**config.mk**
```make
export PLATFORM = sky130hd
export DESIGN_NAME = drum_step_sequencer
export DESIGN_NICKNAME = d
export VERILOG_FILES = /design/src/rtl/drum_seq_pkg.sv /design/src/rtl/drum_seq_tempo.sv /design/src/rtl/drum_step_sequencer.sv
export SDC_FILE = /design/constraint.sdc
export NUM_CORES = 1
export LEC_CHECK = 0
export BUFFER_PORTS_ARGS = -buffer_cell sky130_fd_sc_hd__clkbuf_2
export CORE_AREA = 4 4 92 158
export CTS_BUF_LIST = sky130_fd_sc_hd__clkbuf_16
export CTS_CLUSTER_SIZE = 30
export DETAILED_ROUTE_END_ITERATION = 8
export DIE_AREA = 0 0 96 162
export SLEW_MARGIN = 20
export SYNTH_ARGS = -nofsm -noshare
export SYNTH_HDL_FRONTEND = slang
export SYNTH_HIERARCHICAL = 1
export SYNTH_SLANG_ARGS = --single-unit
```
**constraint.sdc**
```tcl
create_clock -name clk -period 4.9 [get_ports clk]
set_input_delay 0.98 -clock clk [delete_from_list [all_inputs] [get_ports clk]]
set_output_delay 0.98 -clock clk [all_outputs]
set_load 0.05 [all_outputs]
```
**src/rtl/drum_seq_pkg.sv**
```systemverilog
// Shared types and defaults for the drum step sequencer: pattern write opcodes,
// default geometry and the per-bit write rule.
package drum_seq_pkg;

   typedef enum logic [1:0] {
      OP_CLR    = 2'b00,
      OP_SET    = 2'b01,
      OP_TGL    = 2'b10,
      OP_CLR_CH = 2'b11
   } wr_op_e;

   localparam int DEF_CHANNELS = 4;
   localparam int DEF_STEPS    = 8;
   localparam int DEF_DIV_W    = 16;

   // New value of one pattern bit under a write opcode; OP_CLR_CH clears like OP_CLR.
   function automatic logic apply_op(input wr_op_e op, input logic cur);
      case (op)
         OP_SET:  return 1'b1;
         OP_TGL:  return ~cur;
         default: return 1'b0;
      endcase
   endfunction

endpackage

```
**src/rtl/drum_seq_tempo.sv**
```systemverilog
// Tempo divider: counts run cycles and raises tick once per step period.
// DRUM_SEQ_SWING_EN lengthens steps that land on an odd position by 'swing' cycles.
module drum_seq_tempo
   import drum_seq_pkg::*;
#(
   parameter int DIV_W = DEF_DIV_W
) (
   input  logic             clk,
   input  logic             rst,
   input  logic             run,
   input  logic             restart,
   input  logic [DIV_W-1:0] div,
`ifdef DRUM_SEQ_SWING_EN
   input  logic [DIV_W-1:0] swing,
   input  logic             next_odd,
`endif
   output logic             tick
);

   logic [DIV_W-1:0] cnt_reg;

`ifdef DRUM_SEQ_SWING_EN
   // One extra bit so div+swing never wraps.
   logic [DIV_W:0] limit;
   assign limit = next_odd ? ({1'b0, div} + {1'b0, swing}) : {1'b0, div};
   assign tick  = run & ({1'b0, cnt_reg} >= limit);
`else
   // >= rather than == so lowering div mid-count still ticks on the next cycle.
   assign tick  = run & (cnt_reg >= div);
`endif

   always_ff @(posedge clk or posedge rst) begin
      if (rst) begin
         cnt_reg <= '0;
      end else if (restart || tick) begin
         cnt_reg <= '0;
      end else if (run) begin
         cnt_reg <= cnt_reg + 1'b1;
      end
   end

endmodule

```
**src/rtl/drum_step_sequencer.sv**
```systemverilog
// Multi-channel drum step sequencer: pattern storage, shared step pointer, write port
// and registered trigger outputs. Optional swing input under DRUM_SEQ_SWING_EN.
module drum_step_sequencer
   import drum_seq_pkg::*;
#(
   parameter int CHANNELS = DEF_CHANNELS,
   parameter int STEPS    = DEF_STEPS,
   parameter int DIV_W    = DEF_DIV_W,
   parameter int CH_W     = (CHANNELS > 1) ? $clog2(CHANNELS) : 1,
   parameter int STEP_W   = $clog2(STEPS)
) (
   input  logic                clk,
   input  logic                rst,
   input  logic                run,
   input  logic                restart,
   input  logic [DIV_W-1:0]    div,
`ifdef DRUM_SEQ_SWING_EN
   input  logic [DIV_W-1:0]    swing,
`endif
   input  logic                wr_valid,
   output logic                wr_ready,
   input  logic [CH_W-1:0]     wr_chan,
   input  logic [STEP_W-1:0]   wr_step,
   input  logic [1:0]          wr_op,
   output logic [CHANNELS-1:0] trig,
   output logic [STEP_W-1:0]   step_pos,
   output logic                step_strobe
);

   logic [STEPS-1:0]    pattern_reg [CHANNELS];
   logic [STEP_W-1:0]   step_pos_reg;
   logic [STEP_W-1:0]   next_pos;
   logic [CHANNELS-1:0] trig_reg;
   logic [CHANNELS-1:0] col_next;
   logic [CHANNELS-1:0] col_first;
   logic                strobe_reg;
   logic                tick;
   logic                wr_fire;
   logic                addr_ok;

   assign next_pos = (step_pos_reg == STEP_W'(STEPS - 1)) ? '0 : step_pos_reg + 1'b1;

   generate
      for (genvar gi = 0; gi < CHANNELS; gi++) begin : g_col
         assign col_next[gi]  = pattern_reg[gi][next_pos];
         assign col_first[gi] = pattern_reg[gi][0];
      end
   endgenerate

   drum_seq_tempo #(
      .DIV_W    (DIV_W)
   ) u_tempo (
      .clk      (clk),
      .rst      (rst),
      .run      (run),
      .restart  (restart),
      .div      (div),
`ifdef DRUM_SEQ_SWING_EN
      .swing    (swing),
      .next_odd (next_pos[0]),
`endif
      .tick     (tick)
   );

   // Writes are refused whenever playback reads the pattern, so the two never collide.
   assign wr_ready = ~rst & ~tick & ~restart;
   assign wr_fire  = wr_valid & wr_ready;
   // Any out-of-range address (even for a whole-channel clear) completes without effect.
   assign addr_ok  = (int'(wr_chan) < CHANNELS) && (int'(wr_step) < STEPS);

   always_ff @(posedge clk or posedge rst) begin
      if (rst) begin
         for (int c = 0; c < CHANNELS; c++) begin
            pattern_reg[c] <= '0;
         end
      end else if (wr_fire && addr_ok) begin
         for (int c = 0; c < CHANNELS; c++) begin
            for (int s = 0; s < STEPS; s++) begin
               if (int'(wr_chan) == c && (wr_op == OP_CLR_CH || int'(wr_step) == s)) begin
                  pattern_reg[c][s] <= apply_op(wr_op_e'(wr_op), pattern_reg[c][s]);
               end
            end
         end
      end
   end

   // Restart wins over a coincident tick; trig and strobe are single-cycle pulses.
   always_ff @(posedge clk or posedge rst) begin
      if (rst) begin
         step_pos_reg <= '0;
         trig_reg     <= '0;
         strobe_reg   <= 1'b0;
      end else if (restart) begin
         step_pos_reg <= '0;
         trig_reg     <= run ? col_first : '0;
         strobe_reg   <= run;
      end else if (tick) begin
         step_pos_reg <= next_pos;
         trig_reg     <= col_next;
         strobe_reg   <= 1'b1;
      end else begin
         trig_reg     <= '0;
         strobe_reg   <= 1'b0;
      end
   end

   assign trig        = trig_reg;
   assign step_pos    = step_pos_reg;
   assign step_strobe = strobe_reg;

endmodule

```
==> metrics.md, run 1 <==
| Metric | Value |
|---|---|
| Number of flip-flops in the largest register | `28` |
| Register area share after synthesis | `0.385` |
| # rows | `56` |
| Vias per std cell | `4.95` |
| CTS root buf | `clkbuf_16` |
| Yosys Warn Count | `6` |
| Slew Viols, Final | `0` |
| Async SR Flop Fraction | `1.00` |
| Core area | `13400 µm²` |
| Crit path DAT | `3.01 ns` |
| CP Launch Type | `input port` |
| Boundary Pins | `37` |
| Worst hold path type | `flip-flop to flip-flop` |
| Non-Filler Instances | `606` |
| GRT overflow | `0` |
| Critical Path Fanout Max | `8` |
| Maxcap violations | `0` |
| Unrepaired setup endpoints after global routing | `no` |
| Pre-CTS WS | `0.895 ns` |
| Max Buffers Root-to-Sink | `2` |
| Seq cells post-synth | `56` |
| CP Capture Type | `output port` |
| N_diodes | `0` |
| Post-CTS Setup Bufs | `0` |
| CTS clock-pin slew for the worst setup and hold paths | `0.07 ns` |
| H-tree levels | `2` |
| Final layout net count | `482` |
| All-layer global routing usage | `0.125` |
| Final antenna-violating net count | `0` |
| Worst setup margin | `0.913 ns` |
| Share of layout cells above drive strength 1 | `0.183` |
| Post-Syn Area | `3640 µm²` |
| Leakage | `1.82 nW` |
| Fin. Hold Viols | `0` |
| Netlist cell types | `44` |
| Outcome | `finished clean` |
| Ys flop type | `dfrtp_1` |
| CTS Sinks | `56` |
| Clock Skews | `0.0111 ns` |
| Yosys top cell by area | `dfrtp_1` |
| WL final | `9120 µm` |
| Max rail drop VDD | `0.138 mV` |
| Most frequent cell after synthesis | `inv_1` |
| First-pass GRT wire length | `15100 µm` |
| Setup CP Type | `input port to output port` |
| WL/cell | `15.0 µm` |
| Relative slew slack | `0.351` |
| WP data required | `3.92 ns` |
| Initial Utilization | `0.272` |
| Layout area overhead | `14.5%` |
| CTS Hold Bufs | `0` |
| Period utilisation layout | `0.814` |
| Final setup fails | `0` |
| Placed cell count | `599` |
| Initial antenna violation count | `0` |
| DRT iter0 DRCs | `219` |
| Largest net degree at the start of global routing | `41` |
| Fillers | `1392` |
| Synth top area share | `0.385` |
| Mapped Cells | `403` |
| FMAX | `0.251 GHz` |
| Number of synthesized flops with an enable pin | `0` |
| CTS Buf Count | `5` |
| Clk_lat worst skew | `0.30 ns` |
| Period minus WS final | `3.99 ns` |
| Die H | `162 µm` |
| CTS tree | `yes` |
| Slew @ Worst Pin | `0.969 ns` |
| Pwr dens | `272 nW/µm²` |
| Drt drc | `0` |
| Fin util | `0.311` |
| Full die area | `15600 µm²` |
| DR vias | `3000` |
| Final GP Congestion | `0.792` |
| I/O Buffers | `36` |
| Syn_area_per_cell | `9.02 µm²` |
| Die Span X | `96 µm` |
| Vias in the first global route | `3111` |
| DP HPWL | `6870 µm` |
| First drt pass iteration count | `4` |
| CTS resizes | `0` |
| Synth cell count leaders | `inv_1, dfrtp_1, a21oi_1` |
| Syn Nets | `453` |
| TNS Setup | `0 ns` |
| Area contributors post-synth | `dfrtp_1, ha_1, o31ai_1, inv_1, a21oi_1` |
routing by layer:
layer / share of wire / global-route usage
met4: 0.047 / 0.0771
met2: 0.52 / 0.217
met5: 0 / 0
met1: 0.38 / 0.135
met3: 0.054 / 0.0227
where the power goes:
part	total, W	internal, W	switching (W)
registers	0.000513	0.000493	0.0000205
logic	0.000164	0.0000607	0.000103
clock network	0.000457	0.000290	0.000167
total	0.00113	0.000844	0.000291
per-stage QoR:
stage | hold WS [ns] | total power, W | area (µm²)
after global placement | 0.489 | 0.000680 | 3970
after CTS | 0.514 | 0.00115 | 4160
final | 0.515 | 0.00113 | 4160
after global routing | 0.557 | 0.00119 | 4160
after floorplan | 0.474 | 0.000635 | 3640
after detailed placement | 0.497 | 0.000687 | 3980
area by class of cell:
type	instances	area, µm²	share of cell area
clock buffer	5	125	0.0301
clock inverter	2	60.1	0.0144
inverter	58	218	0.0523
multi-input combinational	273	1950	0.467
sequential	56	1400	0.337
tap	174	218	0.0523
timing repair buffer	38	195	0.0469
worst max-delay path: stages:
cell	delay, ns
clkbuf_2	0.09
ha_1	0.28
nand2b_4	0.14
a2111oi_2	0.34
nand3b_2	0.22
nand3_1	0.10
and2_1	0.29
nor3_1	0.26
clkbuf_2	0.32
cells in the final DEF (no fill, tap or decap), types with 3 or more instances in the layout:
| cell type | count |
|---|---|
| a31oi_1 | 6 |
| clkbuf_2 | 36 |
| xor2_1 | 5 |
| mux2i_1 | 6 |
| nand3_1 | 5 |
| or2_0 | 4 |
| o31ai_1 | 33 |
| nor3_1 | 5 |
| nor2_1 | 16 |
| mux4_2 | 4 |
| nand2b_1 | 3 |
| clkbuf_16 | 5 |
| nand4_1 | 5 |
| nand3b_2 | 3 |
| a21oi_1 | 41 |
| o21ai_0 | 38 |
| o2111ai_1 | 4 |
| a21o_1 | 4 |
| nor2_2 | 10 |
| inv_1 | 58 |
| nand2_1 | 28 |
| xnor2_1 | 9 |
| nor4_2 | 3 |
| ha_1 | 20 |
| dfrtp_1 | 56 |
cell families after synthesis:
group           after synthesis  share of synthesized area
flops                        56                      0.385
fa+ha+maj                    22                     0.0757
compound gates              131                      0.224
xor+xnor                     14                     0.0337
buf+inv                      74                     0.0809
mux                          10                     0.0413
simple gates                 96                      0.159
path summary, 6_finish.rpt:
path / from / end / slack (ns) / cells after the start
setup / recovery: div[0] / wr_ready / 0.91 / 9
setup reg to reg: u_tempo/cnt_reg[0] / pattern_reg[11] / 1.46 / 11
max in group asynchronous: rst / trig[2] / 3.68 / 3
hold reg to reg: pattern_reg[5] / pattern_reg[5] / 0.52 / 2
hold / removal: pattern_reg[5] / pattern_reg[5] / 0.52 / 2
min in group asynchronous: rst / u_tempo/cnt_reg[2] / 0.80 / 2
Power figures use the tool's default switching activity.
==> run 2: changes to the inputs <==
Settings changed: ABC_AREA from default to 1, CORE_AREA 4 4 92 158 to 4 4 96 166, DIE_AREA 0 0 96 162 to 0 0 100 170.
Clock period 4.9 ns to 3.5 ns, I/O delays scaled along.
==> run 2 against run 1 <==
Effect of this change: critical path depth rose by 8; critical path type unchanged; largest cell class unchanged; first-iteration DRC count rose by 8.2%; non-clock buffer count rose by 2; via count rose by 24%; core utilization fell by 0.54 points; clock power rose by 11%.
==> metrics.md, run 2 <==
| Metric | Value |
|---|---|
| First-pass GRT wire length | `17800 µm (was 15100 µm)` |
| Pwr dens | `335 nW/µm² (was 272 nW/µm²)` |
| Post-Syn Area | `4000 µm² (was 3640 µm²)` |
| GRT overflow | `0 (unchanged)` |
| Post-synthesis mux area share | `0 (was 0.0413)` |
| Synth cell count leaders | `nand2_1, inv_1, dfrtp_1, nand3_1, a21oi_1 (was inv_1, dfrtp_1, a21oi_1)` |
| All-layer global routing usage | `0.130 (was 0.125)` |
| Fin util | `0.306 (was 0.311)` |
| Final layout net count | `657 (was 482)` |
| CTS Buf Count | `5 (unchanged)` |
| Syn Nets | `633 (was 453)` |
| Vias in the first global route | `3585 (was 3111)` |
| Mapped Cells | `583 (was 403)` |
| R2R setup slack | `1.08 ns (was 1.46 ns)` |
| Relative slew slack | `0.444 (was 0.351)` |
| R2R cell count | `18 (was 11)` |
| Synth top area share | `0.350 (was 0.385)` |
| Number of flip-flops in the largest register | `28 (unchanged)` |
| Leakage | `2.30 nW (was 1.82 nW)` |
| Netlist cell types | `27 (was 44)` |
| Simple-Gate Fraction of Synth Area | `0.363 (was 0.159)` |
| TNS Setup | `0 ns (unchanged)` |
| Clock Skews | `0.0106 ns (was 0.0111 ns)` |
| Startpoint of the worst hold path | `pattern_reg[27] (was pattern_reg[5])` |
| N_diodes | `0 (unchanged)` |
| H-tree levels | `2 (unchanged)` |
| CTS Sinks | `56 (unchanged)` |
| Register area share after synthesis | `0.350 (was 0.385)` |
| Largest net degree at the start of global routing | `49 (was 41)` |
| Power Total | `0.00151 W (was 0.00113 W)` |
| Setup CP Type | `input port to output port (unchanged)` |
| First drt pass iteration count | `4 (unchanged)` |
| Vias per std cell | `4.71 (was 4.95)` |
| WL final | `10600 µm (was 9120 µm)` |
| Commonest non-fill, non-tap cell in the layout | `nand2_1 (was inv_1)` |
| Boundary Pins | `37 (unchanged)` |
| Outcome | `finished clean (unchanged)` |
| FMAX | `0.320 GHz` |
| Drt drc | `0 (unchanged)` |
| Final GP Congestion | `0.799 (was 0.792)` |
| XOR/XNOR Fraction of Synth Area | `0.0284 (was 0.0337)` |
| Final antenna-violating net count | `0 (unchanged)` |
| DP HPWL | `7530 µm (was 6870 µm)` |
| DRT iter0 DRCs | `237 (was 219)` |
| Most frequent cells in the layout | `nand2_1, inv_1, nand3_1, dfrtp_1, a21oi_1 (was inv_1, dfrtp_1, a21oi_1)` |
| Worst hold path type | `flip-flop to flip-flop (unchanged)` |
| Seq cells post-synth | `56 (unchanged)` |
| Syn_area_per_cell | `6.87 µm² (was 9.02 µm²)` |
| WL/cell | `13.4 µm (was 15.0 µm)` |
| CTS Hold Bufs | `0 (unchanged)` |
| Unrepaired setup endpoints after global routing | `no (unchanged)` |
| Critical Path Fanout Max | `3 (was 8)` |
| I/O Buffers | `36 (unchanged)` |
| Initial Utilization | `0.272 (about the same)` |
| Fillers | `1631 (was 1392)` |
| Post-CTS Setup Bufs | `0 (unchanged)` |
| CTS clock-pin slew for the worst setup and hold paths | `0.08 ns (was 0.07 ns)` |
| # rows | `59 (was 56)` |
| Core area | `14700 µm² (was 13400 µm²)` |
| Number of synthesized flops with an enable pin | `0 (unchanged)` |
| CP Capture Type | `output port (unchanged)` |
| Initial antenna violation count | `0 (unchanged)` |
| Non-Filler Instances | `791 (was 606)` |
| Yosys Warn Count | `6 (unchanged)` |
| Final setup fails | `0 (unchanged)` |
| Ys flop type | `dfrtp_1 (unchanged)` |
| Async SR Flop Fraction | `1.00 (unchanged)` |
| Full die area | `17000 µm² (was 15600 µm²)` |
| Layout area overhead | `12.2% (was 14.5%)` |
| CTS resizes | `0 (unchanged)` |
| Reg2reg start | `u_tempo/cnt_reg[3] (was u_tempo/cnt_reg[0])` |
| Max rail drop VDD | `0.180 mV (was 0.138 mV)` |
| Yosys top cell by area | `dfrtp_1 (unchanged)` |
| Most frequent cell after synthesis | `nand2_1 (was inv_1)` |
| Reg2reg end | `col_first[0] (was pattern_reg[11])` |
| Crit path DAT | `2.42 ns (was 3.01 ns)` |
| Share of layout cells above drive strength 1 | `0.127 (was 0.183)` |
| Die H | `170 µm (was 162 µm)` |
| Period minus WS final | `3.12 ns` |
| CTS tree | `yes (unchanged)` |
| CTS root buf | `clkbuf_16 (unchanged)` |
| DR vias | `3729 (was 3000)` |
| Area contributors post-synth | `dfrtp_1, nand2_1, nand3_1, ha_1, inv_1 (was dfrtp_1, ha_1, o31ai_1, inv_1, a21oi_1)` |
| Post-synthesis compound-gate area fraction | `0.0794 (was 0.224)` |
| Max Buffers Root-to-Sink | `2 (unchanged)` |
| Fin. Hold Viols | `0 (unchanged)` |
| Slew Viols, Final | `0 (unchanged)` |
| Clk_lat worst skew | `0.30 ns (about the same)` |
| WP data required | `2.80 ns (was 3.92 ns)` |
| Period utilisation layout | `0.892` |
| WHS Endpoint | `pattern_reg[27] (was pattern_reg[5])` |
| Synth Area in Adders | `0.0688 (was 0.0757)` |
| Die Span X | `100 µm (was 96 µm)` |
| Placed cell count | `783 (was 599)` |
| CP Launch Type | `input port (unchanged)` |
| Largest family of logic cells by synthesized area | `simple AND/OR/NAND/NOR gates (was compound AO/OA/AOI/OAI gates)` |
| Slew @ Worst Pin | `0.833 ns (was 0.969 ns)` |
| Maxcap violations | `0 (unchanged)` |
| Hold Path Depth | `2 (unchanged)` |
## run 2: cell count changes after synthesis, moves of 5 or more
cell / change
nand2_1: +161
nand3_1: +51
o21ai_0: -34
o31ai_1: -33
nand4_1: +30
o21ai_1: +16
inv_1: +14
inv_2: +12
nor2_1: +10
a31oi_1: -6
mux2i_1: -6
nor2_2: -5
## run 2: kinds of logic after synthesis
kind of cell	after synthesis
flops	56
buf+inv	107
fa+ha+maj	22
compound gates	62
simple gates	323
xor+xnor	13
## run 2: final cells by class
class                           count  area, µm²  area share
Tap cell                          183        229      0.0510
Clock buffer                        5        125      0.0279
Timing Repair Buffer               40        235      0.0524
Inverter                           84        315      0.0702
Sequential cell                    56       1400       0.312
Clock inverter                      3       18.8     0.00418
Multi-Input combinational cell    420       2170       0.482
## run 2: worst max-delay path by stage
| stage | cells past startpoint | endpoint | start |
|---|---|---|---|
| 2_1_floorplan | 15 | wr_ready | div[3] |
| 3_3_place_gp | 17 | wr_ready | div[3] |
| 3_5_place_dp | 17 | wr_ready | div[3] |
| 4_1_cts | 17 | wr_ready | div[3] |
| 5_1_grt | 17 | wr_ready | div[3] |
| 6_report | 17 | wr_ready | div[3] |
## run 2: per-layer routing
| layer | global-route usage | vias up | share of wire |
|---|---|---|---|
| li1 | - | 1922 | - |
| met1 | 0.150 | 1698 | 0.41 |
| met2 | 0.237 | 86 | 0.52 |
| met3 | 0.0139 | 23 | 0.035 |
| met4 | 0.0633 | 0 | 0.037 |
| met5 | 0 | - | 0 |
## run 2: critical path: stages
cell      delay (ns)
clkbuf_2        0.07
inv_1           0.03
ha_1            0.29
nand2_1         0.09
nor2_1          0.05
nor2_1          0.07
nand2_1         0.08
nand2_1         0.07
nand2_1         0.07
nand2_1         0.06
nand2_1         0.09
nand2_1         0.11
inv_1           0.07
inv_2           0.07
nand2_2         0.09
nor2_2          0.12
clkbuf_2        0.29
## run 2: metrics by stage
step / cell area [µm²] / hold slack [ns] / setup slack, ns
floorplan: 4000 / 0.449 / 0.661
global placement: 4350 / 0.467 / 0.334
detailed placement: 4350 / 0.467 / 0.329
CTS: 4490 / 0.489 / 0.325
global route: 4490 / 0.513 / 0.131
finish: 4490 / 0.485 / 0.377
## run 2: power breakdown
| part | internal (W) | leakage (nW) | total [W] | switching (W) |
|---|---|---|---|---|
| sequential | 0.000690 | 0.768 | 0.000722 | 0.0000320 |
| combinational | 0.0000882 | 1.45 | 0.000276 | 0.000188 |
| clock | 0.000265 | 0.0736 | 0.000508 | 0.000243 |
